==> src/rtl/sram_read_arbiter.sv <==
// -----------------------------------------------------------------------------
// sram_read_arbiter
//
// Round-robin arbiter that shares the single read port of a synchronous SRAM
// between NUM_REQ requesters. Each cycle at most one requester is granted.
// The granted requester's address goes to the SRAM read port in that cycle.
// The read data comes back one cycle later, together with a one-hot valid
// strobe that identifies the requester that owns it. The SRAM write port is
// not handled by this block.
//
// Optional feature macro: SRAM_ARB_LOCK_EN
//   When it is defined, a requester that is granted while holding lock[i]=1
//   keeps exclusive ownership of the port for as long as it holds both req[i]
//   and lock[i]. When it is not defined, the lock port is accepted but ignored,
//   and no lock state is built.
//
// Ports:
//   clk       in   system clock, rising edge
//   n_rst     in   asynchronous active-low reset
//   req       in   [NUM_REQ]             per-requester read request
//   req_addr  in   [NUM_REQ*ADDR_WIDTH]  packed addresses, requester i at
//                                        [i*ADDR_WIDTH +: ADDR_WIDTH]
//   lock      in   [NUM_REQ]             per-requester burst lock
//   gnt       out  [NUM_REQ]             one-hot grant, combinational
//   rvalid    out  [NUM_REQ]             one-hot read-data valid, registered
//   rdat_out  out  [DATA_WIDTH]          read data, shared by all requesters
//   ren       out                        SRAM read enable
//   addr      out  [ADDR_WIDTH]          SRAM read address
//   rdat      in   [DATA_WIDTH]          SRAM read data, one cycle after ren
// -----------------------------------------------------------------------------
module sram_read_arbiter #(
  parameter int NUM_REQ    = 3,
  parameter int ADDR_WIDTH = 8,
  parameter int DATA_WIDTH = 8
) (
  input  logic                          clk,
  input  logic                          n_rst,
  input  logic [NUM_REQ-1:0]            req,
  input  logic [NUM_REQ*ADDR_WIDTH-1:0] req_addr,
  input  logic [NUM_REQ-1:0]            lock,
  output logic [NUM_REQ-1:0]            gnt,
  output logic [NUM_REQ-1:0]            rvalid,
  output logic [DATA_WIDTH-1:0]         rdat_out,
  output logic                          ren,
  output logic [ADDR_WIDTH-1:0]         addr,
  input  logic [DATA_WIDTH-1:0]         rdat
);

  localparam int PTR_W = (NUM_REQ > 1) ? $clog2(NUM_REQ) : 1;

  logic [PTR_W-1:0] ptr;      // requester that has priority this cycle
  logic             any_gnt;  // a transfer is issued this cycle
  logic [PTR_W-1:0] gnt_idx;  // index of the granted requester
  logic             lk_hold;  // a lock owner keeps the port this cycle

`ifdef SRAM_ARB_LOCK_EN
  logic             lk_act;
  logic [PTR_W-1:0] lk_own;

  // The lock holds only while its owner still asserts both req and lock. In
  // the first cycle either one is low, normal arbitration takes over.
  assign lk_hold = lk_act & req[lk_own] & lock[lk_own];
`else
  logic unused_lock;
  assign unused_lock = ^lock;
  assign lk_hold     = 1'b0;
`endif

  // Round-robin scan that starts at ptr and wraps modulo NUM_REQ.
  // NOTE: every signal assigned in an always_comb block gets a default value
  // first. That way no path leaves it unassigned and no latch is inferred.
  always_comb begin
    int idx;
    any_gnt = 1'b0;
    gnt_idx = '0;
    idx     = 0;
    for (int k = 0; k < NUM_REQ; k++) begin
      idx = (int'(ptr) + k) % NUM_REQ;
      if (!any_gnt && req[idx]) begin
        any_gnt = 1'b1;
        gnt_idx = PTR_W'(idx);
      end
    end
`ifdef SRAM_ARB_LOCK_EN
    if (lk_hold) begin
      any_gnt = 1'b1;
      gnt_idx = lk_own;
    end
`endif
    // Grant outputs stay low while reset is asserted, whatever req does.
    if (!n_rst) begin
      any_gnt = 1'b0;
    end
  end

  always_comb begin
    gnt = '0;
    if (any_gnt) begin
      gnt[gnt_idx] = 1'b1;
    end
  end

  assign ren      = any_gnt;
  assign addr     = any_gnt ? req_addr[gnt_idx*ADDR_WIDTH +: ADDR_WIDTH] : '0;
  assign rdat_out = rdat;

  // NOTE: sequential state uses non-blocking assignments only. All flops
  // then sample their inputs from the same edge, and the result does not
  // depend on the order in which the simulator evaluates the blocks.
  always_ff @(posedge clk or negedge n_rst) begin
    if (!n_rst) begin
      ptr    <= '0;
      rvalid <= '0;
    end else begin
      rvalid <= gnt;
      // A grant that continues a lock does not move ptr. The grant that
      // starts the lock already set ptr to lk_own+1.
      if (any_gnt && !lk_hold) begin
        ptr <= (gnt_idx == PTR_W'(NUM_REQ - 1)) ? '0 : gnt_idx + 1'b1;
      end
    end
  end

`ifdef SRAM_ARB_LOCK_EN
  // Lock ownership follows every transfer. A locked grant keeps the lock
  // alive. A grant without lock, or no grant at all, releases it.
  always_ff @(posedge clk or negedge n_rst) begin
    if (!n_rst) begin
      lk_act <= 1'b0;
      lk_own <= '0;
    end else begin
      lk_act <= any_gnt & lock[gnt_idx];
      if (any_gnt && lock[gnt_idx]) begin
        lk_own <= gnt_idx;
      end
    end
  end
`endif

endmodule

==> config.mk <==
export PLATFORM = sky130hd
export DESIGN_NAME = sram_read_arbiter
export DESIGN_NICKNAME = d
export VERILOG_FILES = /design/src/rtl/sram_read_arbiter.sv
export SDC_FILE = /design/constraint.sdc
export NUM_CORES = 1
export LEC_CHECK = 0
export CORE_MARGIN = 2
export CORE_UTILIZATION = 32
export DETAILED_ROUTE_END_ITERATION = 8
export PLACE_DENSITY = 0.84
export RECOVER_POWER = 25
export SYNTH_ARGS = -nofsm -noshare
export SYNTH_HDL_FRONTEND = slang
export SYNTH_SLANG_ARGS = --single-unit
==> constraint.sdc <==
create_clock -name clk -period 2.6 [get_ports clk]
set_input_delay 0.52 -clock clk [delete_from_list [all_inputs] [get_ports clk]]
set_output_delay 0.52 -clock clk [all_outputs]
set_load 0.005 [all_outputs]
## After elaboration in Yosys (flattened, before gate mapping)

Index checks and enable logic that the tools add are counted.

| word-level totals | value |
|---|---|
| bits in registers | 5 |
| latch bits | 0 |
| RAM bits | 0 |
| memory bits (read-only) | 0 |
| input bits | 40 |
| output and inout port bits | 23 |
| logic and storage cells | 41 |
| memories kept | 0 |

| cells by class | value |
|---|---|
| $add $sub $neg | 3 |
| multipliers | 0 |
| div/mod/pow operators | 3 |
| $lt $le $gt $ge | 5 |
| equal/unequal tests | 1 |
| shifts and indexed selects | 1 |
| muxes and demuxes | 21 |
| bitwise logic cells | 0 |
| reduce and logical (&&, ||, !) cells | 5 |

Operators by type and width:

| cell | number |
|---|---|
| < comparator 32 x 4 -> 1 bit (second input constant) | 3 |
| remainder unit 32 x 3 -> 32 bit (second input constant) | 2 |
| remainder unit 3 x 3 -> 32 bit (second input constant) | 1 |
| variable part select 24 x 6 -> 8 bit | 1 |
| two-way mux 1 bit | 11 |
| two-way mux 2 bit | 4 |
| two-way mux 8 bit | 1 |
| binary-select mux 1 bit (select 2 bit) | 3 |
| adder 2 x 1 -> 3 bit (second input constant) | 1 |
| adder 2 x 2 -> 3 bit (second input constant) | 1 |
| logical AND 1 bit | 3 |
| < comparator 2 x 3 -> 1 bit (second input constant) | 1 |
| two-way mux 3 bit | 1 |
| adder 2 x 1 -> 2 bit (second input constant) | 1 |
| demux 1 bit (select 2 bit) | 1 |
| == test 2 bit (second input constant) | 1 |
| greater-or-equal comparator 2 x 1 -> 1 bit (second input constant) | 1 |
| logical NOT 1 bit | 2 |

## Depth between registers and ports, before layout

| depth | value |
|---|---|
| depth after elaboration | 16 |
| mapped depth | 9 |
| depth with buffers taken out | 7 |

## Worst setup path after synthesis

No wires, ideal clock.

| timing path | value |
|---|---|
| path kind | register to output |
| start point | reg ptr[1] |
| end point | out gnt[1] |
| arrival time | 1.920 ns |
| required time | 2.080 ns |
| path slack | 0.160 ns |
| stages on the path, launching flop included | 8 |
| buffers on the path | 0 |
| cell sequence | dfrtp_1 -> inv_1 -> ha_1 -> mux2_2 -> mux2_2 -> o31ai_4 -> inv_1 -> and3_1 |

| on the way | value |
|---|---|
| elaborated cells on any way between the ends | 31 |
| classes of those cells | add/sub: 2; div: 3; order compare: 2; mux: 19; reduce/logical: 5 |

RTL lines:

| element | line | RTL |
|---|---|---|
| start, declared | 51 | `logic [PTR_W-1:0] ptr;` |
| start signal, assigned | 119 | `ptr <= (gnt_idx == PTR_W'(NUM_REQ - 1)) ? '0 : gnt_idx + 1'b1;` |
| parallel branches: the longest is 10 deep, another holds remainder unit 32 x 3 -> 32 bit | n/a |  |
| two-way mux 1 bit (*) | 79 | `if (!any_gnt && req[idx]) begin` |
| two-way mux 1 bit (*) | 91 | `if (!n_rst) begin` |
| via ren | 44 | `output logic ren,` |
| two-way mux 3 bit (*) | 98 | `if (any_gnt) begin` |
| end, declared | 41 | `output logic [NUM_REQ-1:0] gnt,` |

Mark *: on every way through the listed nets, which the timed path passes. The select of a mux whose other input is x is not followed.

## Worst setup path in the final report

| timing path | value |
|---|---|
| start point | reg ptr[1] |
| end point | out addr[5] |

| on the way | value |
|---|---|
| cells in the longest elaborated chain, start to end | 13 |
| elaborated cells on any way between the ends | 27 |
| classes of those cells | add/sub: 2; div: 3; shift: 1; mux: 17; reduce/logical: 4 |

Ends and longest elaborated chain:

| element | line | RTL |
|---|---|---|
| parallel branches: the longest is 12 deep, another holds remainder unit 32 x 3 -> 32 bit | n/a |  |
| two-way mux 8 bit (*) | 104 | `assign addr = any_gnt ? req_addr[gnt_idx*ADDR_WIDTH +: ADDR_WIDTH] : '0;` |
| end, declared | 45 | `output logic [ADDR_WIDTH-1:0] addr,` |

Mark *: on every way between the ends. The select of a mux whose other input is x is not followed.

==> run metrics <==
Via density=5.39; Critical Path End=addr[5]; via count of the first global-routing pass=1015; fin cells=202; first-pass GRT wire length=4620 um; setup slack at placement=-0.733 ns; Final Slew Violations=0; Clock Latency Late Sink=0.26 ns; pwr/cell area=1500 nW/um2; DRC=0; # hold bufs at CTS=0; Slew @ Worst Pin=0.333 ns; most used cell, CP=buf_6; largest net degree at the start of global routing=12; area delta synth->final=127%; Root Buffer=clkbuf_4; critical path's slowest cell=dfrtp_1; Yosys reg bits=5; Final Wtd Congestion=0.811; R2R depth=11; io pins=63; PortBufs=43; 1st-pass router iterations=5; post-placement cell count=175; Max Clock Freq=335 MHz; DIE AREA=2810 um2; Syn Area/Cell=8.27 um2; CP cell instances=buf_6 -> ha_4 -> nand3b_1 -> buf_4 -> o221ai_4 -> buf_6 -> buf_6 -> mux2i_1 -> a211oi_1 -> buf_2; clock skew=0.0100 ns; Hold Fails Final Rpt=0; Mapped Nets=137; Final Setup Violations=12; Min-Delay Path Class=input port to asynchronous set/reset pin; CP endpoint kind=output pin; WHS=0.750 ns; clock slew at reported path FFs=0.05 ns; Final nets=219; CP startpoint kind=flop; R2R Setup Slk=0.20 ns; Antenna diodes=0; max_cap viols=0; First DRT Iteration DRCs=16; CTS tree=yes; outcome=finished with violations; Max rail drop VDD=0.956 mV; final wirelength=3670 um; Worst Path Required=2.08 ns; worst stage delay on the critical path=0.41 ns; failing checks=setup timing; Initial Utilization=0.345; die height=53.0 um; Clock Sinks=5; worst-path maximum fanout=7; Total GRT Usage=0.230; via count=1089; Seq/Total Area, Yosys=0.163; share of layout cells above drive strength 1=0.546; DRT antenna net count=0; crit path kind=flop to output pin; initial antenna violation count=0; slew margin rel.=0.776; Synth cell types=32; RR Startpoint=ptr[1]; hpwl dp=1890 um; synthesized cell area=769 um2; clk buf depth=2; total gr overflow=0; Post-Syn Instances=93; Final min period=2.98 ns; Core Footprint=2230 um2; num rows=17; static leakage=0.759 nW; CTS H-tree lvls=1; Final period util=1.15; cts bufs inserted=3; WL/cell=18.1 um; Arr. time, crit path=2.46 ns; die outline width=53.0 um; r2r endpoint=ptr[0]; RSZ-0062 raised after global routing=true; slack of the critical path=-0.384 ns; Worst Setup SP=ptr[1]; synth warn=0
[logic make-up (layout without fill, tap and decap cells)]
kind of cell | count (synthesis) | after routing | share of synthesized area
simple gates | 23 | 24 | 0.176
compound gates | 28 | 28 | 0.259
flops | 5 | 5 | 0.163
fa+ha+maj | 4 | 4 | 0.0650
buf+inv | 19 | 99 | 0.153
mux | 14 | 14 | 0.185
[repair_timing]
action	4_1_cts	5_1_grt
buffers inserted	13	9
gates resized for setup	83	34
endpoints found under the setup margin	12	12
pin swaps	15	17
gates cloned	1	1
[worst min path at each step]
| stage | start | to | cells past startpoint |
|---|---|---|---|
| 2_1_floorplan | n_rst | ptr[0] | 0 |
| 3_3_place_gp | ptr[0] | ptr[0] | 2 |
| 3_5_place_dp | ptr[0] | ptr[0] | 2 |
| 4_1_cts | n_rst | rvalid[1] | 2 |
| 5_1_grt | n_rst | rvalid[1] | 2 |
| 6_report | n_rst | rvalid[1] | 2 |
[where the power goes]
group | switching [W] | internal (W)
clock | 0.0000420 | 0.0000586
combinational | 0.00104 | 0.00132
sequential | 0.0000319 | 0.000116
[cell usage in the layout, fill, tap and decap left out, types with 3 or more instances in the layout]
cell / instances
buf_4: 31
clkdlybuf4s50_1: 27
buf_6: 17
a21oi_1: 9
buf_2: 9
mux2i_1: 7
a211oi_1: 7
ha_4: 4
dfrtp_1: 4
inv_2: 3
nor2b_1: 3
mux2i_2: 3
nand3b_1: 3
nand2_1: 3
clkbuf_4: 3
dlygate4sd2_1: 3
[cell usage after synthesis (all sizes together)]
library cell	instances	area share
clkbuf	2	0.011
o21ai	4	0.031
o31ai	3	0.047
and3b	1	0.011
a21oi	9	0.059
nor2b	3	0.024
a211oi	8	0.078
nand3	1	0.0065
inv	4	0.020
a21boi	1	0.0098
mux2i	12	0.16
and2b	1	0.0098
nand2b	1	0.0081
nand3b	3	0.029
nand2	4	0.020
nor2	2	0.0098
o221ai	2	0.023
nor4b	1	0.011
dfrtp	5	0.16
buf	13	0.12
or2	2	0.016
and2	1	0.0081
o2111ai	1	0.011
mux2	2	0.029
and3	1	0.0081
nor3	2	0.013
ha	4	0.065
[layer usage]
layer  share of wire  wire (um)  global-route usage  vias up
met2            0.54       1970               0.425       58
li1                -          -                   -      495
met3           0.059        218              0.0367       16
met1            0.37       1360               0.244      520
met5               0          0                   0        -
met4           0.033        121               0.128        0
[area by class of cell]
type / instances / area (um2)
repair buffers: 91 / 790
multi-input cells: 70 / 756
fillers: 141 / 485
flip-flops and latches: 5 / 126
well taps: 28 / 35.0
clock buffers: 4 / 26.3
inverters: 4 / 15.0
[registers in the layout (all words and copies together), names as in the netlist]
| register | count |
|---|---|
| ptr | 2 |
| rvalid | 3 |
[per-stage QoR]
| step | setup TNS [ns] | util | power (W) | cell area [um2] |
|---|---|---|---|---|
| floorplan | 0 | - | 0.000884 | 769 |
| global placement | -7.49 | 0.594 | 0.00154 | 1330 |
| detailed placement | -7.85 | 0.594 | 0.00158 | 1330 |
| CTS | -2.25 | 0.708 | 0.00208 | 1580 |
| global route | -3.96 | 0.783 | 0.00274 | 1750 |
| finish | -3.24 | 0.783 | 0.00261 | 1750 |
[critical path: cells and delay by family, from the launching register on]
family                   cells  cell delay (ns)
buffers and inverters        5             0.77
AO/OA/AOI/OAI                2             0.46
flip-flops                   1             0.41
adder cells (fa/ha/maj)      1             0.32
AND/OR/NAND/NOR              1             0.15
multiplexers                 1             0.09
Note: power is estimated with default switching activity, not from simulation.
